**src/rtl/axis_uart_tx_arbiter.sv**
```systemverilog
// Packet-level round-robin arbiter sharing one AXI-Stream byte sink
// (UART TX input) between N_SRC sources, with optional ID header and gap.
//
// Ports:
//   clk, rst_n                  clock, synchronous active-low reset
//   s_axis_data/valid/last      packed per-source streams (source i at slice i)
//   s_axis_ready                per-source ready (only the owner in DATA)
//   m_axis_data/valid/last      stream to the UART transmitter
//   m_axis_ready                transmitter ready
//   grant                       one-hot current owner, 0 when none
//   busy                        1 whenever not idle
module axis_uart_tx_arbiter #(
  parameter int              DATA_BITS  = 8,
  parameter int              N_SRC      = 4,
  parameter int              HEADER_EN  = 1,
  parameter logic [7:0]      HDR_BASE   = 8'hA0,
  parameter int              GAP_CYCLES = 2
) (
  input  logic                       clk,
  input  logic                       rst_n,
  input  logic [N_SRC*DATA_BITS-1:0] s_axis_data,
  input  logic [N_SRC-1:0]           s_axis_valid,
  input  logic [N_SRC-1:0]           s_axis_last,
  output logic [N_SRC-1:0]           s_axis_ready,
  output logic [DATA_BITS-1:0]       m_axis_data,
  output logic                       m_axis_valid,
  output logic                       m_axis_last,
  input  logic                       m_axis_ready,
  output logic [N_SRC-1:0]           grant,
  output logic                       busy
);

  localparam int IW = (N_SRC > 1) ? $clog2(N_SRC) : 1;
  localparam int GW = (GAP_CYCLES > 1) ? $clog2(GAP_CYCLES) : 1;

  typedef enum logic [1:0] {
    IDLE,
    HDR,
    DATA,
    GAP
  } state_e;

  state_e            state_q, state_d;
  logic [IW-1:0]     idx_q, idx_d;
  logic [IW-1:0]     rr_q, rr_d;
  logic [N_SRC-1:0]  grant_q, grant_d;
  logic [GW-1:0]     gap_q, gap_d;

  logic [IW-1:0]        sel;
  logic [DATA_BITS-1:0] src_data;
  logic                 src_vld;
  logic                 src_last;
  logic [DATA_BITS-1:0] hdr;

  assign src_data = s_axis_data[idx_q*DATA_BITS +: DATA_BITS];
  assign src_vld  = s_axis_valid[idx_q];
  assign src_last = s_axis_last[idx_q];
  assign hdr      = DATA_BITS'(32'(HDR_BASE) + 32'(idx_q));

  // Walk the ring downward so the requester closest to rr_q wins.
  always_comb begin
    sel = '0;
    for (int k = N_SRC - 1; k >= 0; k--) begin
      if (s_axis_valid[(int'(rr_q) + k) % N_SRC]) begin
        sel = IW'((int'(rr_q) + k) % N_SRC);
      end
    end
  end

  always_comb begin
    state_d = state_q;
    idx_d   = idx_q;
    rr_d    = rr_q;
    grant_d = grant_q;
    gap_d   = gap_q;
    unique case (state_q)
      IDLE: begin
        if (|s_axis_valid) begin
          idx_d   = sel;
          grant_d = N_SRC'(1) << sel;
          state_d = (HEADER_EN != 0) ? HDR : DATA;
        end
      end
      HDR: begin
        if (m_axis_ready) state_d = DATA;
      end
      DATA: begin
        if (src_vld && m_axis_ready && src_last) begin
          rr_d    = (idx_q == IW'(N_SRC - 1)) ? '0 : idx_q + 1'b1;
          grant_d = '0;
          if (GAP_CYCLES > 0) begin
            state_d = GAP;
            gap_d   = GW'(GAP_CYCLES - 1);
          end else begin
            state_d = IDLE;
          end
        end
      end
      GAP: begin
        if (gap_q == '0) state_d = IDLE;
        else             gap_d   = gap_q - 1'b1;
      end
      default: state_d = IDLE;
    endcase
  end

  always_ff @(posedge clk) begin
    if (!rst_n) begin
      state_q <= IDLE;
      idx_q   <= '0;
      rr_q    <= '0;
      grant_q <= '0;
      gap_q   <= '0;
    end else begin
      state_q <= state_d;
      idx_q   <= idx_d;
      rr_q    <= rr_d;
      grant_q <= grant_d;
      gap_q   <= gap_d;
    end
  end

  // Handshakes are masked while rst_n is low so no beat completes
  // in the reset cycle.
  always_comb begin
    m_axis_data  = '0;
    m_axis_valid = 1'b0;
    m_axis_last  = 1'b0;
    s_axis_ready = '0;
    unique case (state_q)
      HDR: begin
        m_axis_data  = hdr;
        m_axis_valid = rst_n;
      end
      DATA: begin
        m_axis_data  = src_data;
        m_axis_valid = src_vld & rst_n;
        m_axis_last  = src_last;
        s_axis_ready = grant_q & {N_SRC{m_axis_ready & rst_n}};
      end
      default: ;
    endcase
  end

  assign grant = grant_q;
  assign busy  = (state_q != IDLE);

endmodule

```
**config.mk**
```make
export PLATFORM = sky130hd
export DESIGN_NAME = axis_uart_tx_arbiter
export DESIGN_NICKNAME = d
export VERILOG_FILES = /design/src/rtl/axis_uart_tx_arbiter.sv
export SDC_FILE = /design/constraint.sdc
export NUM_CORES = 1
export LEC_CHECK = 0
export ABC_AREA = 1
export BUFFER_PORTS_ARGS = -buffer_cell sky130_fd_sc_hd__buf_2
export CORE_MARGIN = 5
export CORE_UTILIZATION = 41
export DETAILED_ROUTE_END_ITERATION = 8
export GPL_TIMING_DRIVEN = 0
export HOLD_SLACK_MARGIN = 0.08
export PLACE_DENSITY = 0.76
export SLEW_MARGIN = 0
export SYNTH_ARGS = -nofsm -noshare
export SYNTH_HDL_FRONTEND = slang
export SYNTH_SLANG_ARGS = --single-unit
```
**constraint.sdc**
```tcl
create_clock -name clk -period 1.4 [get_ports clk]
set_input_delay 0.14 -clock clk [delete_from_list [all_inputs] [get_ports clk]]
set_output_delay 0.14 -clock clk [all_outputs]
set_load 0.01 [all_outputs]
```
# Word-level counts from Yosys, hierarchy flattened
# Cells that the tools add are included.
word_totals:
  register_bits: 11
  inputBits: 43
  output_inout_bits: 19
  elab_cells: 82
op_classes:
  addsub: 6
  order_cmp: 5
  n_eq_ne: 8
  shifts: 2
  n_mux: 35
  bitwise_logic: 6
  n_reduce_logical: 15
ops:
  columns: ["operator", "count"]
  rows:
  - ["$shiftx A32 B6 Y8", 1]
  - ["$mux W2", 9]
  - ["$pmux W8 S2", 1]
  - ["$bmux W1 S2", 6]
  - ["$lt A3 B4 Y1 const B", 3]
  - ["$mux W1", 12]
  - ["$mux W4", 3]
  - ["$add A8 B2 Y8 const A", 1]
  - ["$ne A2 B2 Y1 const B", 4]
  - ["$pmux W2 S4", 1]
  - ["$pmux W4 S2", 1]
  - ["$eq A2 B2 Y1 const B", 3]
  - ["$lt A2 B3 Y1 const B", 2]
  - ["$reduce_and A2 Y1", 3]
  - ["$reduce_bool A2 Y1", 3]
  - ["$reduce_or A2 Y1", 3]
  - ["$add A2 B1 Y2 const B", 2]
  - ["$add A2 B2 Y2 const B", 2]
  - ["$and A4 B4 Y4", 1]
  - ["$pmux W1 S2", 2]
  - ["$reduce_and A4 Y1", 1]
  - ["$reduce_or A4 Y1", 1]
  - ["$shl A1 B2 Y4 const A", 1]
  - ["$and A1 B1 Y1 const A", 3]
  - ["other kinds (6)", 8]

# Depth between registers and ports, before layout
# Gate-level depths: netlist (run 1).
depth:
  ltp_word: 13
  ltp_mapped: 12
  mapped_depth_nobuf: 12

# Least setup slack after synthesis (run 1)
# OpenSTA, ideal clock, no wires.
synth_path:
  path_type: "register to output"
  from: "register state_q[0]"
  to: "output port m_axis_valid"
  t_arrival_ps: 1385
  required_time_ps: 1260
  setup_slack_ps: -125
  stages_incl_launch_ff: 7
  n_path_buf: 2
  cell_sequence: "dfxtp_1 inv_1 ha_1 clkbuf_1 clkbuf_1 nand3_1 a21oi_1"
synth_between:
  elab_chain_len: 2
  elab_cells_between_ends: 3
  classes_between: "2 x eq/ne; 1 x mux"
synth_rtl:
  columns: ["item", "line_no", "text"]
  rows:
  - ["from (decl)", "43", "state_e state_q, state_d;"]
  - ["from (signal assigned)", "115", "state_q <= state_d;"]
  - ["$eq A2 B2 Y1 / $eq A2 B1 Y1 (equally long branches)", "130", "unique case (state_q)"]
  - ["$pmux W1 S2 (*)", "130", null]
  - ["to (decl)", "26", "output logic m_axis_valid,"]
# Every way passes the cells marked *; elsewhere a longest branch is shown, timed or not.

# Worst setup path in the final report (run 1)
layout_path:
  from: "register idx_q[1]"
  to: "output port m_axis_data[0]"
layout_between:
  elab_chain_len: 2
layout_rtl:
  columns: ["item", "line_no", "text"]
  rows:
  - ["from (decl)", "44", "logic [IW-1:0] idx_q, idx_d;"]
  - ["from (signal assigned)", "116", "idx_q <= idx_d;"]
  - ["$shiftx A32 B6 Y8", "55", "assign src_data = s_axis_data[idx_q*DATA_BITS +: DATA_BITS];"]
  - ["$pmux W8 S2", "130", null]
  - ["to (decl)", "25", "output logic [DATA_BITS-1:0] m_axis_data,"]
# Every way passes these cells.

==> metrics.cfg, run 1 <==
[run_status]
status = finished, violations left
violations = setup timing

[clock_network]
cts-root-buf = clkbuf_4
clk_latency_ns = 0.27
clk_pin_slew_ns = 0.08
cts_buffers = 3
cts_tree = built
clock_path_buffers = 2
cts_num_sinks = 11
htreeDepth = 1

[grt]
grt_start_max_net_pins = 11
antenna_found_initial = 0
grt_pass1_vias = 1539
track_usage = 0.203
grt.overflow.total = 0
grt_pass1_wl_microns = 6930

[critical_path]
required_ns = 1.26
endpoint_kind = output pin
critPathLaunchType = register
crit_type = register to output pin
critPathBufInv = 3
cp_num_cells = 7
crit_family = buffers and inverters
critPathMaxStageDelay_ns = 0.36
crit_chain = inv_2, buf_6, o21ai_0, o22ai_1, nand2_1, a21oi_2, buf_2
crit_fanout = 5
reg2reg_depth = 12
critPathArrivalTime_ns = 1.48
cp_slowest_cell = dfxtp_4

[routing]
vias_per_cell = 5.38
drt.antenna.violating_nets = 0
wirelength_microns = 4950
dr.pass1.iters = 5
avgRoutedWirePerCell_microns = 14.7
drt_iter0_markers = 144
drc = 0
vias = 1813

[min_path]
hold_class = primary input to register
holdPathStages = 3

[run]
drv_cap = 0

[sta]
period_needed_ns = 1.62
fmax_mhz = 616
finalMaxSlewViolations = 0
hold_viol_final = 0
hold_ws_ns = 0.164
finClkSkew_ns = 0.00204
relSlewSlack = 0.779
setup_viol = 20
tightest_slew_ns = 0.332
setup_slack_ns = -0.224
finalSetupTns_ns = -2.77
fin_crit_sh = 1.16
rsz0062_at_grt = yes

[floorplan]
die_w_microns = 63.8
rows = 19
initial_core_util = 0.430
io_pins = 62
core_area_sq_um = 2760
chipHeight_microns = 63.8
die_area_sq_um = 4070

[finish]
design_area_sq_um = 2120
final_layout_size_suffix_gt1_frac = 0.575
seq_area_sq_um = 234
diodes = 0
multi_input_comb_area_sq_um = 1070
finalNonFillerCells = 337
final_nets = 356
nFillCells = 202
synthToLayoutAreaGrowth_pct = 78.9

[synthesis]
syn_inst = 214
synthFlopType = dfxtp_1
yosysTopAreaCellShare = 0.186
synthArstFlopShare = 0
synth_edf_count = 0
syn_avg_cell_area_sq_um = 5.54
syn_area_sq_um = 1190
synth_nets = 263
netlist_top_cells_area = dfxtp_1 (19%), nand2_1 (16%), nor2_1 (12%)
yosysMostFrequentCell = nand2_1
synth_commonest_cells = nand2_1 (49), nor2_1 (38), o21ai_0 (20)
ys_seq_area_frac = 0.186
synth_warnings = 0
yosys.cell_types.count = 23
ys_ff_latch = 11
yosysTopAreaCell = dfxtp_1

[pwr]
p_leak_nw = 1.08
ir_worst_vdd_v = 0.00168
cellPowerDensity_nw_per_um2 = 1720

[place]
hpwlAfterDp_microns = 2830
dpl.cell_count = 306
place_ws_ns = -0.167
gp_congestion = 0.777
port-buffer-count = 61
place_area_sq_um = 1540

[cells by family (layout without fill, tap and decap cells)]
| logic type | Yosys count | after routing | synth area share |
|---|---|---|---|
| fa+ha+maj | 6 | 6 | 0.0633 |
| simple gates | 118 | 118 | 0.428 |
| compound gates | 45 | 45 | 0.199 |
| flops | 11 | 11 | 0.186 |
| buf+inv | 34 | 126 | 0.123 |
[path summary, 6_finish.rpt]
kind / from / end / slack (ns)
setup / recovery: idx_q[1]$_SDFFE_PN0P_ / m_axis_data[0] / -0.22
hold reg to reg: grant[3]$_SDFFE_PN0P_ / grant[3]$_SDFFE_PN0P_ / 0.50
hold / removal: rst_n / state_q[0]$_SDFFE_PN0P_ / 0.16
setup reg to reg: idx_q[1]$_SDFFE_PN0P_ / grant[1]$_SDFFE_PN0P_ / -0.19
[worst min-delay path, delay by kind of cell]
kind | cells | cell delay (ns)
simple gates | 2 | 0.12
buf+inv | 1 | 0.15
[area by class of cell]
type                            count  area share
Buffer                              8      0.0460
Tap cell                           31      0.0183
Clock buffer                        3      0.0106
Inverter                           25      0.0489
Multi-Input combinational cell    169       0.505
Timing Repair Buffer               89       0.258
Sequential cell                    11       0.110
Clock inverter                      1     0.00236
[cells in the final DEF (no fill, tap or decap)]
cell,instances
a21oi_1,9
a21oi_2,8
a221oi_2,1
a22oi_1,1
buf_2,60
buf_4,21
buf_6,12
buf_8,3
clkbuf_4,4
clkinv_1,1
clkinv_2,1
dfxtp_1,6
dfxtp_2,2
dfxtp_4,3
ha_1,4
ha_4,2
inv_1,13
inv_2,7
inv_4,4
nand2_1,34
nand2_2,16
nand2_4,4
nand3_1,9
nand3_2,8
nand3_4,3
nand4_1,3
nor2_1,30
nor2_2,6
nor2_4,3
nor3_1,1
nor3_2,1
o21ai_0,6
o21ai_1,11
o21ai_2,5
o22ai_1,2
o22ai_2,2
[metal layers]
metal  up-vias  global-route usage  routed length, microns
li1        883                   -                       -
met1       818               0.267                    1980
met2        95               0.342                    2410
met3        17              0.0490                     428
met4         0              0.0312                     137
met5         -                   0                       0
[sequential cells by signal (all words and copies together), names as in the netlist]
register and flops:
grant 4, idx_q 2, rr_q 2, state_q 2, gap_q 1
[repair_timing]
action	CTS	global route
pin swaps	19	19
hold endpoints to repair	0	0
gates cloned	6	1
hold buffers	0	0
gates resized for setup	56	63
setup endpoints to repair	23	25
setup buffers	15	6
[metrics by stage]
stage | utilization | power [mW]
floorplan | - | 1.66
global placement | 0.557 | 2.09
detailed placement | 0.557 | 2.11
CTS | 0.680 | 3.06
global route | 0.770 | 3.90
finish | 0.770 | 3.65
[power by group]
| group | internal (mW) | total [mW] | switching (mW) |
|---|---|---|---|
| Combinational | 1.33 | 2.89 | 1.56 |
| Sequential | 0.422 | 0.538 | 0.116 |
| Clock | 0.106 | 0.224 | 0.118 |
Note: power is estimated with default switching activity, not from simulation.
==> run 2: changes to the inputs <==
--- a/config.mk
+++ b/config.mk
@@ -5,14 +5,13 @@
 export SDC_FILE = /design/constraint.sdc
 export NUM_CORES = 1
 export LEC_CHECK = 0
-export ABC_AREA = 1
 export BUFFER_PORTS_ARGS = -buffer_cell sky130_fd_sc_hd__buf_2
 export CORE_MARGIN = 5
-export CORE_UTILIZATION = 41
+export CORE_UTILIZATION = 39
 export DETAILED_ROUTE_END_ITERATION = 8
 export GPL_TIMING_DRIVEN = 0
 export HOLD_SLACK_MARGIN = 0.08
-export PLACE_DENSITY = 0.76
+export PLACE_DENSITY = 0.75
 export SLEW_MARGIN = 0
 export SYNTH_ARGS = -nofsm -noshare
 export SYNTH_HDL_FRONTEND = slang
==> run 2 against run 1 <==
  * The flow still finishes with violations (setup timing)
  * Non-clock buffer count is 13 lower
  * Worst setup slack got worse by 0.15 ns
  * Clock-buffer cell count grew 1
  * Register-to-register slack worse by 0.18 ns
  * Cell count shrank 31%
  * Global-route usage fell by 0.97 points
  * Design area fell by 14%
  * Area after synthesis fell by 12%
  * Die area decreased by 6.6%
  * First-iteration DRC count fell by 69%
  * Sequential cell count is the same
==> metrics.cfg, run 2 <==
[place]
port-buffer-count = 61  ; unchanged
gp_congestion = 0.793  ; +2.0%
hpwlAfterDp_microns = 2550  ; -9.8%
place_ws_ns = -0.265  ; -0.0980 ns

[floorplan]
io_pins = 62  ; unchanged
die_area_sq_um = 3800  ; -6.6%
rows = 18  ; -1
chipHeight_microns = 61.6  ; -3.4%
core_area_sq_um = 2520  ; -8.5%
initial_core_util = 0.412  ; -0.0179
die_w_microns = 61.6  ; -3.4%

[synthesis]
yosysTopAreaCell = dfxtp_1
ys_ff_latch = 11  ; unchanged
synth-compound-area-share = 0.206  ; +0.00641
synth_warnings = 0  ; unchanged
synth_top_family_by_area = multiplexers
synth-xor-area-share = 0  ; unchanged
muxShareOfSynthArea = 0.253  ; +0.253
yosys.cell_types.count = 40  ; +74%
synthFlopType = dfxtp_1
yosysTopAreaCellShare = 0.212  ; +0.0261
ys_seq_area_frac = 0.212  ; +0.0261
synthArstFlopShare = 0  ; unchanged
synth_nets = 167  ; -37%
netlist_top_cells_area = dfxtp_1 (21%), mux4_2 (15%), ha_1 (7.2%)
synth-simple-area-share = 0.199  ; -0.230
synth_commonest_cells = dfxtp_1 (11), inv_1 (10), nand2_1 (10)
synth_edf_count = 0  ; unchanged
synth_fa_ha_area_frac = 0.0722  ; +0.00891
syn_avg_cell_area_sq_um = 8.81  ; +59%
syn_inst = 118  ; -45%
syn_area_sq_um = 1040  ; -12%
yosysMostFrequentCell = dfxtp_1

[clock_network]
clk_latency_ns = 0.26  ; about the same
clock_path_buffers = 2  ; unchanged
cts_tree = built
cts_buffers = 3  ; unchanged
clk_pin_slew_ns = 0.07  ; about the same
hold_buffers = 0  ; unchanged
htreeDepth = 1  ; unchanged
cts-root-buf = clkbuf_4
cts_num_sinks = 11  ; unchanged

[sta]
setup_viol = 23  ; +15%
relSlewSlack = 0.724  ; -0.0552
setup_slack_ns = -0.373  ; -0.149 ns
rsz0062_at_grt = yes
fmax_mhz = 564  ; -8.4%
fin_crit_sh = 1.27  ; +0.106
finClkSkew_ns = 0.00107  ; -0.000969 ns
finalMaxSlewViolations = 0  ; unchanged
tightest_slew_ns = 0.411  ; +0.0790 ns
period_needed_ns = 1.77  ; +0.149 ns
hold_viol_final = 0  ; unchanged

[routing]
wirelength_microns = 3890  ; -22%
drt_iter0_markers = 44  ; -69%
dr.max_layer_used = met4
avgRoutedWirePerCell_microns = 16.8  ; +14%
drt.antenna.violating_nets = 0  ; unchanged
drc = 0  ; unchanged
dr.pass1.iters = 4  ; -1
vias_per_cell = 5.57  ; +3.5%
wl_met1_microns = 1390  ; -30%
dr_wl_met3_microns = 429  ; +0.23%
wl_met2_microns = 1970  ; -18%
vias = 1286  ; -29%

[grt]
track_usage = 0.193  ; -0.00972
antenna_found_initial = 0  ; unchanged
grt.overflow.total = 0  ; unchanged
grt_start_max_net_pins = 11  ; unchanged
grt_pass1_vias = 1274  ; -17%
grt_pass1_wl_microns = 5460  ; -21%

[pwr]
p_leak_nw = 0.863  ; -20%
total_power_mw = 2.50  ; -32%
cellPowerDensity_nw_per_um2 = 1370  ; -20%
ir_worst_vdd_v = 0.00108  ; -35%

[critical_path]
reg2reg_slack_ns = -0.37  ; -0.18 ns
required_ns = 1.26  ; about the same
critPathLaunchType = register
critPathArrivalTime_ns = 1.63  ; +0.15 ns
crit_fanout = 6  ; +1
reg2reg_depth = 7  ; -5
endpoint_kind = output pin
crit_type = register to output pin

[finish]
final_common_cell = buf_2
largest_reg_flops = 4  ; unchanged
final_cell_mix = buf_2 (55), buf_4 (13), buf_6 (11)
nFillCells = 176  ; -13%
final_layout_size_suffix_gt1_frac = 0.657  ; +0.0816
synthToLayoutAreaGrowth_pct = 75.3
diodes = 0  ; unchanged
final_nets = 251  ; -29%

[min_path]
hold_class = primary input to register
holdPathStages = 2  ; -1

[run_status]
violations = setup timing
status = finished, violations left

[run]
drv_cap = 0  ; unchanged

==> run 2: cell count changes in the layout (fill, tap and decap cells not counted), sizes merged, moves of 7 or more <==
cell,delta
mux4,+7
and2,+7
nor2,-34
inv,-14
nand2,-43
a21oi,-9
o21ai,-18
nand3,-20
buf,-14
==> run 2: cell type report <==
type	count	area, sq um	share of cell area
repair buffers	81	504	0.277
inverters	10	40.0	0.0220
clock buffers	4	26.3	0.0144
plain buffers	3	41.3	0.0226
multi-input cells	92	941	0.516
well taps	30	37.5	0.0206
flip-flops and latches	11	233	0.128
==> run 2: timing repair <==
| action | CTS | global route |
|---|---|---|
| gates resized for setup | 42 | 22 |
| pin swaps | 25 | 15 |
| buffers inserted | 18 | 2 |
| setup endpoints to repair | 23 | 25 |
==> run 2: path summary, 6_finish.rpt <==
check,from,endpoint
setup / recovery,idx_q[0]$_SDFFE_PN0P_,m_axis_valid
hold / removal,rst_n,state_q[0]$_SDFFE_PN0P_
setup reg to reg,idx_q[0]$_SDFFE_PN0P_,rr_q[0]$_SDFFE_PN0P_
hold reg to reg,rr_q[0]$_SDFFE_PN0P_,rr_q[0]$_SDFFE_PN0P_
==> run 2: report_power, final <==
group          internal (mW)  switching [mW]  leakage [nW]
combinational          0.959           0.856         0.756
clock                  0.110           0.102        0.0150
sequential             0.392          0.0756        0.0921
==> run 2: metal layers <==
metal,track usage,vias to the layer above
met5,0,-
met4,0.0848,0
met3,0.0335,13
met2,0.375,69
met1,0.198,600
li1,-,604
==> run 2: kinds of logic (layout without fill, tap and decap cells) <==
group | count (synthesis) | in the layout
compound gates | 30 | 30
fa+ha+maj | 6 | 6
buf+inv | 15 | 98
flops | 11 | 11
mux | 17 | 17
simple gates | 39 | 39
==> run 2: through the flow <==
stage,setup TNS [ns],std cells,hold WS [ns],utilization,instance area (sq um)
6_report,-6.19,231,0.201,0.723,1820
5_1_grt,-7.56,231,0.217,0.723,1820
4_1_cts,-6.47,230,0.187,0.677,1710
3_5_place_dp,-3.79,209,0.455,0.553,1390
3_3_place_gp,-3.36,209,0.443,0.553,1390
2_1_floorplan,-0.950,118,0.271,-,1050
==> run 2: worst max-delay path, cell delays in order, from the launching register on <==
cell	delay (ns)
dfxtp_4	0.40
buf_4	0.13
buf_4	0.12
mux2i_4	0.26
nand2_1	0.09
a31oi_1	0.17
nor2_1	0.06
buf_2	0.14
==> run 3: changes to the inputs <==
--- a/config.mk
+++ b/config.mk
@@ -6,12 +6,14 @@
 export NUM_CORES = 1
 export LEC_CHECK = 0
 export BUFFER_PORTS_ARGS = -buffer_cell sky130_fd_sc_hd__buf_2
+export CELL_PAD_IN_SITES_DETAIL_PLACEMENT = 1
+export CELL_PAD_IN_SITES_GLOBAL_PLACEMENT = 1
 export CORE_MARGIN = 5
-export CORE_UTILIZATION = 39
+export CORE_UTILIZATION = 27
 export DETAILED_ROUTE_END_ITERATION = 8
 export GPL_TIMING_DRIVEN = 0
 export HOLD_SLACK_MARGIN = 0.08
-export PLACE_DENSITY = 0.75
+export PLACE_DENSITY = 0.74
 export SLEW_MARGIN = 0
 export SYNTH_ARGS = -nofsm -noshare
 export SYNTH_HDL_FRONTEND = slang
==> run 3 against run 2 <==
  * The flow still finishes with violations (setup timing)
  * Non-clock buffer count grew 1
  * Die area grew 37%
  * Hold slack gained 0.019 ns
  * Register-to-register slack lost 0.03 ns
  * Sequential cell count is the same
  * Via count grew 2.1%
  * Clock skew is essentially flat
  * Wire length grew 22%
  * Design area grew 7.2%
  * Sequential share of layout area shrank 0.99 points
  * Global-route usage shrank 2.1 points
  * Critical path type unchanged
  * Critical endpoint is now m_axis_data[7]
  * Highest routed layer unchanged
==> metrics.cfg, run 3 (synthesis results as in run 2) <==
[run_status]
status = finished, violations left
violations = setup timing

[pwr]
cellPowerDensity_nw_per_um2 = 1410  ; +2.9%
p_leak_nw = 0.896  ; +3.8%
total_power_mw = 2.75  ; +10%
ir_worst_vdd_v = 0.000755  ; -30%

[sta]
hold_ws_ns = 0.220  ; +0.0194 ns
rsz0062_at_grt = yes
hold_viol_final = 0  ; unchanged
fin_crit_sh = 1.30  ; +0.0386
setup_viol = 23  ; unchanged
setup_slack_ns = -0.427  ; -0.0540 ns
tightest_slew_ns = 0.406  ; -0.00443 ns
fmax_mhz = 547  ; -3.0%
finClkSkew_ns = 0.000660  ; -0.000414 ns
period_needed_ns = 1.83  ; +0.0540 ns
relSlewSlack = 0.727  ; +0.00298
finalMaxSlewViolations = 0  ; unchanged

[grt]
antenna_found_initial = 0  ; unchanged
grt_pass1_vias = 1414  ; +11%
grt_start_max_net_pins = 11  ; unchanged
grt_pass1_wl_microns = 7050  ; +29%
track_usage = 0.172  ; -0.0214
grt.overflow.total = 0  ; unchanged

[run]
drv_cap = 0  ; unchanged

[floorplan]
io_pins = 62  ; unchanged
die_area_sq_um = 5190  ; +37%
die_w_microns = 72.1  ; +17%
chipHeight_microns = 72.1  ; +17%
core_area_sq_um = 3690  ; +46%
initial_core_util = 0.282  ; -0.130
rows = 22  ; +4

[critical_path]
crit_type = register to output pin
crit_fanout = 5  ; -1
reg2reg_slack_ns = -0.40  ; -0.03 ns
endpoint_kind = output pin
critPathLaunchType = register
critPathArrivalTime_ns = 1.69  ; +0.06 ns
required_ns = 1.26  ; about the same

[finish]
final_layout_size_suffix_gt1_frac = 0.678  ; +0.0215
largest_reg_flops = 4  ; unchanged
final_common_cell = buf_2
multi_input_comb_area_sq_um = 948  ; +0.80%
synthToLayoutAreaGrowth_pct = 88.0
design_area_sq_um = 1950  ; +7.2%
nFillCells = 425  ; +140%
seq_area_sq_um = 230  ; -1.1%
utilization = 0.530  ; -0.193
final_cell_mix = buf_2 (53), buf_6 (13), buf_4 (12)
final_nets = 252  ; +0.40%
diodes = 0  ; unchanged

[clock_network]
cts_tree = built
hold_buffers = 0  ; unchanged
clk_pin_slew_ns = 0.05  ; -0.02 ns
cts-root-buf = clkbuf_8
clk_latency_ns = 0.23  ; -0.03 ns
htreeDepth = 1  ; unchanged
cts_num_sinks = 11  ; unchanged
clock_path_buffers = 2  ; unchanged
cts_buffers = 3  ; unchanged

[place]
port-buffer-count = 61  ; unchanged
hpwlAfterDp_microns = 2980  ; +17%
place_ws_ns = -0.299  ; -0.0333 ns
gp_congestion = 0.822  ; +3.6%
place_area_sq_um = 1420  ; +1.6%

[routing]
dr.pass1.iters = 4  ; unchanged
drc = 0  ; unchanged
vias_per_cell = 5.25  ; -5.7%
avgRoutedWirePerCell_microns = 19.0  ; +13%
vias = 1313  ; +2.1%
wirelength_microns = 4750  ; +22%
drt_iter0_markers = 31  ; -30%
drt.antenna.violating_nets = 0  ; unchanged

[min_path]
hold_class = primary input to register

run 3: cell types whose count changed in the layout (fill, tap and decap cells not counted), sizes merged:
cell    change
clkbuf      +1
run 3: final cells by class:
| cell class | count | area share |
|---|---|---|
| repair buffers | 81 | 0.288 |
| clock buffers | 4 | 0.0230 |
| plain buffers | 4 | 0.0346 |
| multi-input cells | 92 | 0.485 |
| flip-flops and latches | 11 | 0.118 |
| inverters | 10 | 0.0205 |
| well taps | 48 | 0.0307 |
run 3: metrics by stage:
step,cells,setup TNS [ns]
final,250,-6.69
after global routing,250,-8.12
after floorplan,118,-0.950
after detailed placement,227,-4.01
after CTS,245,-6.93
after global placement,227,-3.66
run 3: what timing repair did:
item                                    in CTS  in global routing
endpoints found under the setup margin      23                 25
buffers inserted                            12                  7
cloned                                       2                  0
gates resized for setup                     47                 24
pin swaps                                   20                 14
run 3: worst max-delay path, cell delays in order (launching register included):
cell,delay (ns)
dfxtp_2,0.34
buf_8,0.14
buf_12,0.12
mux4_2,0.50
a21oi_2,0.15
nor2b_1,0.06
buf_2,0.14
run 3: final timing paths:
kind                               from                       to  depth (start not counted)
setup / recovery  idx_q[0]$_SDFFE_PN0P_           m_axis_data[7]                          6
hold / removal                    rst_n  state_q[0]$_SDFFE_PN0P_                          2
hold reg to reg    rr_q[0]$_SDFFE_PN0P_     rr_q[0]$_SDFFE_PN0P_                          2
setup reg to reg  idx_q[0]$_SDFFE_PN0P_    grant[3]$_SDFFE_PN0P_                          7
run 3: routing by layer:
| layer | wire length (microns) | up-vias | share of wire | global-route usage |
|---|---|---|---|---|
| met1 | 1670 | 644 | 0.35 | 0.173 |
| met4 | 57 | 0 | 0.012 | 0.0146 |
| li1 | - | 608 | - | - |
| met5 | 0 | - | 0 | 0 |
| met3 | 329 | 4 | 0.069 | 0.0429 |
| met2 | 2690 | 57 | 0.57 | 0.359 |
run 3: report_power, final:
part           total (mW)  switching, mW  internal [mW]
logic                1.98          0.932           1.05
clock network       0.312          0.113          0.199
registers           0.464         0.0723          0.392
